==> src/rtl/wb_cmd_master.sv <==
`default_nettype none
// ============================================================================
// Module      : wb_cmd_master
// Description : Single-beat Wishbone classic initiator driven by a valid/ready
//               command channel, with a bus-timeout watchdog.
// Revision    : 1.0 - initial release
// ============================================================================
module wb_cmd_master #(
    parameter int AW      = 32,
    parameter int DW      = 32,
    parameter int TIMEOUT = 255,
    localparam int SW     = DW / 8
) (
    input  logic          wb_clk_i,
    input  logic          wb_rst_ni,
    input  logic          cmd_valid,
    output logic          cmd_ready,
    input  logic          cmd_we,
    input  logic [AW-1:0] cmd_adr,
    input  logic [DW-1:0] cmd_dat,
    input  logic [SW-1:0] cmd_sel,
    output logic          rsp_valid,
    input  logic          rsp_ready,
    output logic [DW-1:0] rsp_dat,
    output logic [1:0]    rsp_status,
    output logic          wbm_cyc_o,
    output logic          wbm_stb_o,
    output logic          wbm_we_o,
    output logic [SW-1:0] wbm_sel_o,
    output logic [AW-1:0] wbm_adr_o,
    output logic [DW-1:0] wbm_dat_o,
    input  logic          wbm_ack_i,
    input  logic          wbm_err_i,
    input  logic [DW-1:0] wbm_dat_i,
    output logic          busy
);

    localparam int CW = (TIMEOUT > 1) ? $clog2(TIMEOUT) : 1;
    localparam logic [CW-1:0] c_TMO_LAST = CW'((TIMEOUT > 0) ? TIMEOUT - 1 : 0);

    localparam logic [1:0] c_ST_OK  = 2'b00;
    localparam logic [1:0] c_ST_ERR = 2'b01;
    localparam logic [1:0] c_ST_TMO = 2'b10;

    typedef enum logic [1:0] {
        IDLE = 2'd0,
        BUS  = 2'd1,
        RESP = 2'd2
    } state_t;

    state_t r_state;
    state_t w_next;

    logic          r_cmd_ready;
    logic          r_rsp_valid;
    logic [DW-1:0] r_rsp_dat;
    logic [1:0]    r_rsp_status;
    logic          r_cyc;
    logic          r_stb;
    logic          r_we;
    logic [SW-1:0] r_sel;
    logic [AW-1:0] r_adr;
    logic [DW-1:0] r_dat;
    logic [CW-1:0] r_cnt;

    logic          w_accept;
    logic          w_timeout;
    logic          w_term;
    logic [1:0]    w_status;
    logic [DW-1:0] w_dat;

    assign w_accept  = (r_state == IDLE) && cmd_valid && r_cmd_ready;
    assign w_timeout = (TIMEOUT != 0) && (r_cnt == c_TMO_LAST);

    always_ff @(posedge wb_clk_i) begin
        if (!wb_rst_ni) begin
            r_state <= IDLE;
        end else begin
            r_state <= w_next;
        end
    end

    // Termination priority: err beats ack, ack beats the watchdog.
    always_comb begin
        w_next   = r_state;
        w_term   = 1'b0;
        w_status = c_ST_OK;
        w_dat    = '0;
        unique case (r_state)
            IDLE: begin
                if (w_accept) begin
                    w_next = BUS;
                end
            end
            BUS: begin
                if (wbm_err_i) begin
                    w_term   = 1'b1;
                    w_status = c_ST_ERR;
                end else if (wbm_ack_i) begin
                    w_term   = 1'b1;
                    w_status = c_ST_OK;
                    w_dat    = r_we ? '0 : wbm_dat_i;
                end else if (w_timeout) begin
                    w_term   = 1'b1;
                    w_status = c_ST_TMO;
                end
                if (w_term) begin
                    w_next = RESP;
                end
            end
            RESP: begin
                if (rsp_ready) begin
                    w_next = IDLE;
                end
            end
            default: begin
                w_next = IDLE;
            end
        endcase
    end

    always_ff @(posedge wb_clk_i) begin
        if (!wb_rst_ni) begin
            r_cmd_ready  <= 1'b0;
            r_rsp_valid  <= 1'b0;
            r_rsp_dat    <= '0;
            r_rsp_status <= 2'b00;
            r_cyc        <= 1'b0;
            r_stb        <= 1'b0;
            r_we         <= 1'b0;
            r_sel        <= '0;
            r_adr        <= '0;
            r_dat        <= '0;
            r_cnt        <= '0;
        end else begin
            // Registered so ready reappears one cycle after the response handshake.
            r_cmd_ready <= (r_state == IDLE) && !w_accept;
            if (w_accept) begin
                r_cyc <= 1'b1;
                r_stb <= 1'b1;
                r_we  <= cmd_we;
                r_sel <= cmd_sel;
                r_adr <= cmd_adr;
                r_dat <= cmd_dat;
                r_cnt <= '0;
            end
            if (r_state == BUS) begin
                r_cnt <= r_cnt + 1'b1;
                if (w_term) begin
                    r_cyc        <= 1'b0;
                    r_stb        <= 1'b0;
                    r_we         <= 1'b0;
                    r_sel        <= '0;
                    r_dat        <= '0;
                    r_rsp_valid  <= 1'b1;
                    r_rsp_dat    <= w_dat;
                    r_rsp_status <= w_status;
                end
            end
            if ((r_state == RESP) && rsp_ready) begin
                r_rsp_valid <= 1'b0;
            end
        end
    end

    assign cmd_ready  = r_cmd_ready;
    assign rsp_valid  = r_rsp_valid;
    assign rsp_dat    = r_rsp_dat;
    assign rsp_status = r_rsp_status;
    assign wbm_cyc_o  = r_cyc;
    assign wbm_stb_o  = r_stb;
    assign wbm_we_o   = r_we;
    assign wbm_sel_o  = r_sel;
    assign wbm_adr_o  = r_adr;
    assign wbm_dat_o  = r_dat;
    assign busy       = (r_state != IDLE);

endmodule
`default_nettype wire

==> config.mk <==
export PLATFORM = sky130hd
export DESIGN_NAME = wb_cmd_master
export DESIGN_NICKNAME = d
export VERILOG_FILES = /design/src/rtl/wb_cmd_master.sv
export SDC_FILE = /design/constraint.sdc
export NUM_CORES = 1
export LEC_CHECK = 0
export ABC_AREA = 1
export CAP_MARGIN = 20
export CORE_MARGIN = 2
export CORE_UTILIZATION = 44
export DETAILED_ROUTE_END_ITERATION = 8
export GPL_TIMING_DRIVEN = 0
export PLACE_DENSITY_LB_ADDON = 0.15
export SLEW_MARGIN = 25
export SYNTH_ARGS = -nofsm -noshare
export SYNTH_HDL_FRONTEND = slang
export SYNTH_SLANG_ARGS = --single-unit
==> constraint.sdc <==
create_clock -name wb_clk_i -period 2.9 [get_ports wb_clk_i]
set_clock_uncertainty 0.2 [all_clocks]
set_input_delay 0.58 -clock wb_clk_i [delete_from_list [all_inputs] [get_ports wb_clk_i]]
set_output_delay 0.58 -clock wb_clk_i [all_outputs]
set_load 0.02 [all_outputs]
==> metrics.csv <==
metric,value,unit
fill_cells,802,
clock-sinks,117,
die_y,106,um
diodes,0,
startpoint_type,flop,
end_kind,output pin,
portBuffers,213,
via_per_inst,4.96,
total_power,4680,uW
yosysSeqAreaShare,50.7,%
synth_top_area_share,50.7,%
gp_congestion,0.822,
antenna_found_initial,0,
clk-insertion-delay-late,0.53,ns
slew_viol_final,0,
grt_max_degree,17,
worst-path-max-fanout,4,
fin_setup_tns,0,ns
fmax,398,MHz
synth_nets,688,
p_leak,0.00305,uW
mostFrequentLayoutCell,clkdlybuf4s50_1,
routed_wl,14.5,mm
final_cell_mix,"213 x clkdlybuf4s50_1, 126 x nor2_1, 117 x dfxtp_1",
ff2ff_path_depth,9,
clkTransAtPathRegs,0.05,ns
outcome,completed,
final_layout_size_suffix_gt1_share,12.5,%
maxSlewHeadroom,63.7,%
rsz0062_at_grt,no,
grt-ovfl-total,0,
drtAntennaViolNets,0,
initial_core_util,45.0,%
firstDrtPassIters,7,
ys_top_cells_by_area,"dfxtp_1 51%, nor2_1 10%, o21ai_0 7.7%",
gr-usage-all-layers,25.5,%
rrSetupSlack,1.10,ns
nNetsFinal,920,
syn-instance-count,579,
num_rows,37,
report.final.setup_viol,0,
ios,215,
yosys.area.top_type,dfxtp_1,
worst_pin_slew,0.544,ns
post-place-ws,0.652,ns
hpwlAfterDp,10.5,mm
r2r-start,r_cnt[0],
root_buffer,clkbuf_8,
dr.first_iter.drc_count,225,
dp.cells,928,
dieWidth,106,um
ir_worst_vdd,382,uV
vias,4766,
cts_buffers,17,
cts.repair.resized,0,
crit_path_start,r_state[1],
hold_buffers,0,
cts_max_level,4,
crit_type,reg2out,
clockBufferDepth,2,
ys_seq_elements,117,
crit_end,busy,
period_share,86.6,%
grt_pass1_vias,4627,
r2r-end,rsp_dat[28],
yosysWarnings,0,
worstPathArrival,1.73,ns
post_drt_wl_per_cell,15.1,um
area_delta_synth_final,63.0,%
fin_crit,2.51,ns
core,10300,um^2
crit_required,2.12,ns
maxCapViolCount,0,
drc,0,
grt_pass1_wl,22.8,mm
syn_area,4620,um^2
powerDensity,621,nW/um^2
finalNonFillerCells,960,
hold_viol,0,
dieArea,11300,um^2
postCtsSetupBuffers,0,
cts_tree,built,
fin_ws,0.390,ns
yosysUniqueCellTypes,31,
hp-class,reg2reg,
avgSynthCellArea,7.98,um^2
cells by family after synthesis:
group	count (synthesis)	share of synthesized area, %
and+or+nand+nor	307	31.5
adders and majority gates	2	0.541
AOI/OAI and AO/OA	88	10.0
DFF	117	50.7
buffers and inverters	65	7.18
cell usage after synthesis, drive strengths merged:
master	number
o21bai	1
inv	24
nor3	33
a21boi	1
nand3	69
dfxtp	117
nand2	67
nand3b	1
clkbuf	7
a31oi	1
ha	2
o21a	1
or2	7
a21oi	8
nor2	130
o21ai	76
buf	34
report_power, final:
group | leakage [uW] | switching (uW) | internal (uW) | total [uW]
registers | 0.000954 | 50.6 | 1710 | 1760
clock network | 0.000297 | 723 | 1420 | 2140
logic | 0.00180 | 391 | 388 | 780
flip-flops by register name, summed over array words and instances (netlist names):
register,count
cmd_ready,1
wbm_cyc_o,1
r_cnt,8
wbm_adr_o,32
wbm_we_o,1
wbm_sel_o,4
rsp_dat,32
rsp_status,2
rsp_valid,1
wbm_dat_o,32
wbm_stb_o,1
r_state,2
through the flow:
step	instance area (um^2)	utilization [%]	hold slack, ns
2_1_floorplan	4620	-	0.247
3_3_place_gp	6920	67.4	0.236
3_5_place_dp	6920	67.4	0.240
4_1_cts	7530	73.3	0.248
5_1_grt	7530	73.3	0.281
6_report	7530	73.3	0.248
critical path, stage by stage (launching register included):
cell and delay, ns:
dfxtp_1 0.40, inv_2 0.05, nand2_2 0.11, clkdlybuf4s50_1 0.64
worst min path at each step:
stage	startpoint	to	slack, ns	cells after the start
5_1_grt	rsp_dat[15]	rsp_dat[15]	0.28	2
3_5_place_dp	rsp_status[1]	rsp_status[1]	0.24	2
3_3_place_gp	rsp_status[1]	rsp_status[1]	0.24	2
4_1_cts	rsp_status[1]	rsp_status[1]	0.25	2
2_1_floorplan	r_cnt[5]	r_cnt[5]	0.25	2
6_report	rsp_status[1]	rsp_status[1]	0.25	2
per-layer routing:
metal	global-route usage (%)	vias to the layer above	part of all wire, %
li1	-	2359	-
met1	28.5	2196	40
met2	45.0	187	50
met3	8.58	24	8.0
met4	9.09	0	2.1
met5	0	-	0
area by class of cell:
type / count / area [um^2] / share of cell area (%)
Clock inverter: 8 / 120 / 1.59
Multi-Input combinational cell: 397 / 1950 / 25.8
Tap cell: 136 / 170 / 2.26
Sequential cell: 117 / 2340 / 31.1
Clock buffer: 24 / 490 / 6.51
Timing Repair Buffer: 213 / 2130 / 28.3
Inverter: 24 / 90.1 / 1.20
Buffer: 41 / 241 / 3.21
Note: power is estimated with default switching activity, not from simulation.
